$ cat config.mk
export PLATFORM = sky130hd
export DESIGN_NAME = ac_mode_sequencer_flat
export DESIGN_NICKNAME = d
export VERILOG_FILES = /design/src/rtl/ac_mode_sequencer_if.sv /design/src/rtl/ac_mode_sequencer.sv /design/src/flat_wrapper.sv
export SDC_FILE = /design/constraint.sdc
export NUM_CORES = 1
export LEC_CHECK = 0
export CAP_MARGIN = 20
export CORE_MARGIN = 5
export CORE_UTILIZATION = 52
export CTS_BUF_LIST = sky130_fd_sc_hd__clkbuf_8 sky130_fd_sc_hd__clkbuf_16
export DETAILED_ROUTE_END_ITERATION = 10
export PLACE_DENSITY = 0.76
export SLEW_MARGIN = 0
export SYNTH_ARGS = -nofsm -noshare
export SYNTH_HDL_FRONTEND = slang
export SYNTH_SLANG_ARGS = --single-unit
$ cat constraint.sdc
create_clock -name clk -period 1.9 [get_ports clk]
set_input_delay 0.38 -clock clk [delete_from_list [all_inputs] [get_ports clk]]
set_output_delay 0.38 -clock clk [all_outputs]
set_load 0.05 [all_outputs]
$ cat src/rtl/ac_mode_sequencer_if.sv
// Command handshake and mode outputs between the controller and the AC mode sequencer.
// The master drives commands; the slave (sequencer) drives ready, mode and status.
interface ac_mode_sequencer_if;
  logic       cmd_valid;
  logic [1:0] cmd_mode;
  logic       cmd_ready;
  logic [1:0] mode_selection;
  logic       mode_change;
  logic       busy;

  modport master (
    output cmd_valid,
    output cmd_mode,
    input  cmd_ready,
    input  mode_selection,
    input  mode_change,
    input  busy
  );

  modport slave (
    input  cmd_valid,
    input  cmd_mode,
    output cmd_ready,
    output mode_selection,
    output mode_change,
    output busy
  );
endinterface

$ cat src/rtl/ac_mode_sequencer.sv
// AC mode selector: debounced panel button plus valid/ready command port, with an
// OFF lockout inserted between direct COOL<->HEAT changes. Mode updates land one edge after acceptance.
module ac_mode_sequencer #(
  parameter int DEBOUNCE_CYCLES = 4,
  parameter int LOCKOUT_CYCLES  = 16
) (
  input  logic               clk,
  input  logic               rst,
  input  logic               btn_next,
  ac_mode_sequencer_if.slave bus
);

  localparam int DW = $clog2(DEBOUNCE_CYCLES + 1);
  localparam int LW = (LOCKOUT_CYCLES > 1) ? $clog2(LOCKOUT_CYCLES) : 1;

  localparam logic [1:0] M_OFF  = 2'b00;
  localparam logic [1:0] M_COOL = 2'b10;
  localparam logic [1:0] M_HEAT = 2'b11;

  typedef enum logic {S_IDLE, S_LOCKOUT} state_t;

  state_t        r_state, w_state_nxt;
  logic [1:0]    r_mode, w_mode_nxt;
  logic [1:0]    r_target, w_target_nxt;
  logic          r_change, w_change_nxt;
  logic [LW-1:0] r_lock_cnt, w_lock_cnt_nxt;
  logic [DW-1:0] r_db_cnt, w_db_cnt_nxt;
  logic          r_armed, w_armed_nxt;

  logic          w_press;
  logic          w_cmd_acc;
  logic [1:0]    w_req_mode;
  logic          w_cross;

  assign bus.cmd_ready      = (r_state == S_IDLE);
  assign bus.busy           = (r_state == S_LOCKOUT);
  assign bus.mode_selection = r_mode;
  assign bus.mode_change    = r_change;

  assign w_cmd_acc  = bus.cmd_valid && (r_state == S_IDLE);
  // A command always wins; a press arriving on the same edge is simply lost.
  assign w_req_mode = w_cmd_acc ? bus.cmd_mode : (r_mode + 2'd1);
  assign w_cross    = ((r_mode == M_COOL) && (w_req_mode == M_HEAT)) ||
                      ((r_mode == M_HEAT) && (w_req_mode == M_COOL));

  always_comb begin
    w_db_cnt_nxt = r_db_cnt;
    w_armed_nxt  = r_armed;
    w_press      = 1'b0;
    if (!btn_next) begin
      w_db_cnt_nxt = '0;
      w_armed_nxt  = 1'b1;
    end else begin
      if (r_db_cnt != DW'(DEBOUNCE_CYCLES)) begin
        w_db_cnt_nxt = r_db_cnt + 1'b1;
      end
      // Fires on the sample that completes the run; disarmed until the button is released.
      if (r_armed && (r_db_cnt == DW'(DEBOUNCE_CYCLES - 1))) begin
        w_press     = 1'b1;
        w_armed_nxt = 1'b0;
      end
    end
  end

  always_comb begin
    w_state_nxt    = r_state;
    w_mode_nxt     = r_mode;
    w_target_nxt   = r_target;
    w_lock_cnt_nxt = r_lock_cnt;
    w_change_nxt   = 1'b0;
    case (r_state)
      S_IDLE: begin
        if ((w_cmd_acc || w_press) && (w_req_mode != r_mode)) begin
          if (w_cross) begin
            w_mode_nxt     = M_OFF;
            w_target_nxt   = w_req_mode;
            w_lock_cnt_nxt = LW'(LOCKOUT_CYCLES - 1);
            w_state_nxt    = S_LOCKOUT;
          end else begin
            w_mode_nxt   = w_req_mode;
            w_change_nxt = 1'b1;
          end
        end
      end
      default: begin
        if (r_lock_cnt == '0) begin
          w_mode_nxt   = r_target;
          w_change_nxt = 1'b1;
          w_state_nxt  = S_IDLE;
        end else begin
          w_lock_cnt_nxt = r_lock_cnt - 1'b1;
        end
      end
    endcase
  end

  always_ff @(posedge clk) begin
    if (rst) begin
      r_state    <= S_IDLE;
      r_mode     <= M_OFF;
      r_target   <= M_OFF;
      r_change   <= 1'b0;
      r_lock_cnt <= '0;
      r_db_cnt   <= '0;
      r_armed    <= 1'b0;
    end else begin
      r_state    <= w_state_nxt;
      r_mode     <= w_mode_nxt;
      r_target   <= w_target_nxt;
      r_change   <= w_change_nxt;
      r_lock_cnt <= w_lock_cnt_nxt;
      r_db_cnt   <= w_db_cnt_nxt;
      r_armed    <= w_armed_nxt;
    end
  end

endmodule

$ cat src/flat_wrapper.sv
// flat-port wrapper written by rule: the top's interface ports become plain ports
module ac_mode_sequencer_flat 
#(
  parameter int DEBOUNCE_CYCLES = 4,
  parameter int LOCKOUT_CYCLES  = 16
)
  (clk, rst, btn_next, bus_cmd_valid, bus_cmd_mode, bus_cmd_ready, bus_mode_selection, bus_mode_change, bus_busy);
  ac_mode_sequencer_if bus_i ();
  input  logic clk;
  input  logic rst;
  input  logic btn_next;
  input wire logic [$bits(bus_i.cmd_valid)-1:0] bus_cmd_valid;
  input wire logic [$bits(bus_i.cmd_mode)-1:0] bus_cmd_mode;
  output wire logic [$bits(bus_i.cmd_ready)-1:0] bus_cmd_ready;
  output wire logic [$bits(bus_i.mode_selection)-1:0] bus_mode_selection;
  output wire logic [$bits(bus_i.mode_change)-1:0] bus_mode_change;
  output wire logic [$bits(bus_i.busy)-1:0] bus_busy;
  assign bus_i.cmd_valid = bus_cmd_valid;
  assign bus_i.cmd_mode = bus_cmd_mode;
  assign bus_cmd_ready = bus_i.cmd_ready;
  assign bus_mode_selection = bus_i.mode_selection;
  assign bus_mode_change = bus_i.mode_change;
  assign bus_busy = bus_i.busy;
  ac_mode_sequencer #(.DEBOUNCE_CYCLES(DEBOUNCE_CYCLES), .LOCKOUT_CYCLES(LOCKOUT_CYCLES)) u_core (.clk(clk), .rst(rst), .btn_next(btn_next), .bus(bus_i));
endmodule
==> results by group <==
Outcome
  – Outcome: finished clean

Power
  – Reg power frac: 43.3%
  – Switching Power: 233 uW
  – Overall power consumption: 767 uW
  – Internal cell power: 535 uW
  – Worst vdd rail ir drop: 650 uV
  – Switching portion of total power: 30.3%
  – Combinational Power Share: 25.1%
  – Leak Pwr: 0.388 nW
  – Clock group share of total power: 31.6%
  – Total power divided by cell area: 753 nW/um^2

Die
  – Effective utilization at floorplan: 54.7%
  – Io pins: 11
  – Horizontal die dimension: 49.8 um
  – Core area: 1510 um^2
  – Die Span Y: 49.8 um
  – Cell Rows: 14
  – Full die area: 2480 um^2

Yosys
  – Synthesis-stage register bit count: 14
  – Synth unique cells: 37
  – Nets in the synthesized netlist: 102
  – Count of warnings emitted by yosys: 0
  – Post-synthesis area per instance: 9.16 um^2
  – Share of synthesized area occupied by flip-flops and latches: 34.0%
  – Number of instances in the synthesized netlist: 90
  – Netlist Area Pre-Place: 825 um^2

Setup path
  – Classification of the worst setup path: flip-flop to output port
  – CP Cell Sequence: clkdlybuf4s50_1
  – Buffer and inverter count on the worst path: 1
  – Data arrival at the endpoint of the critical path: 1.35 ns
  – Worst stage delay on the critical path: 0.79 ns
  – Worst setup SP type: flip-flop
  – Crit-path slowest cell: clkdlybuf4s50_1
  – Crit path required time: 1.52 ns
  – Critical Path Fanout Max: 1
  – Crit. End Element: output port
  – Family of cells with the greatest summed delay on the critical path: buffers and inverters

Timing
  – RSZ-0062 raised after global routing: false
  – Final Hold Fails: 0
  – Count of endpoints failing setup in the final report: 0
  – Worst-Margin Slew: 0.492 ns
  – Final cycle utilization of the critical path: 90.9%
  – Max Clk Rate: 579 MHz
  – Count of final max-slew check failures: 0
  – Remaining max-slew budget at the tightest pin: 67.1%
  – Final worst path period need: 1.73 ns
  – Setup total negative slack: 0 ns
  – Layout Skew: 0.00689 ns

Run
  – Max-cap viol count: 0

Global routing
  – Global-route track usage on met3: 5.72%
  – Via count of the first global-routing pass: 681
  – Global-route wire length before repair: 3020 um
  – Total global-route track usage: 15.3%
  – Initial antenna violation count: 0
  – Fraction of met1 tracks used by global routing: 19.8%
  – Pin count of the biggest net entering global routing: 14
  – Layer carrying the most global-route usage: met2
  – Global route total overflow: 0
  – Global routing met2 resource utilization: 23.7%

Clocking
  – Number of H-tree branching levels: 1
  – Gates resized, CTS repair: 0
  – CTS tree: built
  – CTS Sinks: 14
  – CTS Root Buffer Type: clkbuf_8
  – Post-cts hold buffer count: 0
  – CTS clock-pin slew for the worst setup and hold paths: 0.06 ns
  – Number of CTS-inserted buffers: 3
  – Maximum number of buffers from clock root to sink: 2
  – Setup repair bufs after CTS: 0
  – Skew-Pair Late Insertion Delay: 0.25 ns

Min path
  – Hold crit path type: flip-flop to flip-flop

Placed design
  – Number of port buffers: 10
  – Global placement routability congestion: 0.783
  – Total half-perimeter wirelength after legalization and detailed placement: 1320 um
  – Area post-placement: 977 um^2

Route
  – Wirelength, routed: 1750 um
  – WL/cell: 14.3 um
  – Remaining number of nets flagged by the antenna check after routing: 0
  – Number of vias in the routed layout: 703
  – DRC marker count from the first detailed-route iteration: 18
  – Pre-antenna DRT Iters: 4
  – Routed via count divided by cell count: 5.76
  – DRC errors left: 0

Layout
  – Diode insertion count for antenna repair: 0
  – Count of nets after finishing: 120
  – Post-route standard cell area excluding fillers: 1020 um^2
  – Share of layout cells above drive strength 1: 26.4%
  – Synth-to-layout area growth: 23.5%
-- cells by family (layout without fill, tap and decap cells) --
group / Yosys count / after routing / synth area share (%)
compound gates: 29 / 29 / 29.7
xor+xnor: 3 / 3 / 3.19
fa+ha+maj: 6 / 6 / 9.10
buf+inv: 11 / 27 / 5.16
flops: 14 / 14 / 34.0
mux: 1 / 1 / 1.67
simple gates: 26 / 26 / 17.1
-- placed cells by master (no fill, tap or decap), drive strengths merged, types with 2 or more instances in the layout --
cell type,n
dfxtp,14
a21oi,12
buf,9
inv,9
nor2,7
ha,6
clkdlybuf4s50,6
nand2,5
a211oi,4
xnor2,3
clkbuf,3
nand3,2
nand2b,2
a31oi,2
and3,2
and2,2
o211ai,2
a311oi,2
o31ai,2
-- per-stage QoR --
stage / std cells / hold slack (ns) / util [%] / setup WS, ns
2_1_floorplan: 90 / 0.450 / - / 0.0986
3_3_place_gp: 119 / 0.458 / 64.9 / -0.0306
3_5_place_dp: 119 / 0.468 / 64.9 / -0.0611
4_1_cts: 122 / 0.476 / 67.6 / 0.158
5_1_grt: 122 / 0.508 / 67.6 / 0.0677
6_report: 122 / 0.472 / 67.6 / 0.173
-- per-layer routing --
metal	routed length, um	share of wire (%)	vias up
met3	84	4.8	5
met4	21	1.2	0
met5	0	0	-
met2	858	49	13
met1	786	45	328
li1	-	-	357
-- power groups by stage --
| stage | sequential, mW | combinational [mW] | clock [mW] |
|---|---|---|---|
| 2_1_floorplan | 0.361 | 0.108 | 0 |
| 3_3_place_gp | 0.337 | 0.187 | 0 |
| 3_5_place_dp | 0.338 | 0.192 | 0 |
| 4_1_cts | 0.332 | 0.193 | 0.248 |
| 5_1_grt | 0.336 | 0.209 | 0.261 |
| 6_report | 0.332 | 0.192 | 0.243 |
-- synth_stat cells (all sizes together) --
cell	instances	area share, %
dfxtp	14	34
a21oi	12	9.6
inv	9	4.1
nor2	7	3.2
ha	6	9.1
nand2	5	2.3
a211oi	4	5.5
xnor2	3	3.2
a311oi	2	2.9
a31oi	2	1.5
and2	2	1.5
and3	2	1.5
nand2b	2	1.5
nand3	2	1.2
o211ai	2	2.4
o31ai	2	2.4
a221oi	1	1.8
a31o	1	1.1
and2b	1	1.2
buf	1	0.61
clkbuf	1	0.45
mux2i	1	1.7
nand3b	1	0.91
nor2b	1	0.76
nor3	1	1.2
nor4	1	0.76
o21a	1	0.91
o21ai	1	0.61
o31a	1	1.1
or3b	1	1.1
-- area by class of cell --
| cell class | count | area [um^2] |
|---|---|---|
| inverter | 9 | 33.8 |
| tap | 16 | 20.0 |
| sequential | 14 | 282 |
| multi-input combinational | 65 | 502 |
| timing repair buffer | 15 | 140 |
| clock buffer | 3 | 41.3 |
| fill | 118 | 488 |
-- flip-flops by register name, indices dropped and copies added, names as in the netlist --
| register | count |
|---|---|
| u_core.r_lock_cnt | 4 |
| u_core.bus.busy | 1 |
| u_core.bus.mode_selection | 2 |
| u_core.r_armed | 1 |
| u_core.r_target | 2 |
| u_core.bus.mode_change | 1 |
| u_core.r_db_cnt | 3 |
-- worst paths after layout --
path	from	endpoint	depth (start not counted)	slack [ns]
min reg2reg	u_core.r_armed	u_core.r_armed	2	0.47
min	u_core.r_armed	u_core.r_armed	2	0.47
max reg2reg	u_core.r_db_cnt[0]	u_core.r_lock_cnt[0]	7	0.19
max	u_core.bus.mode_change	bus_mode_change	1	0.17
No activity file was read; power rests on OpenSTA's default activity.
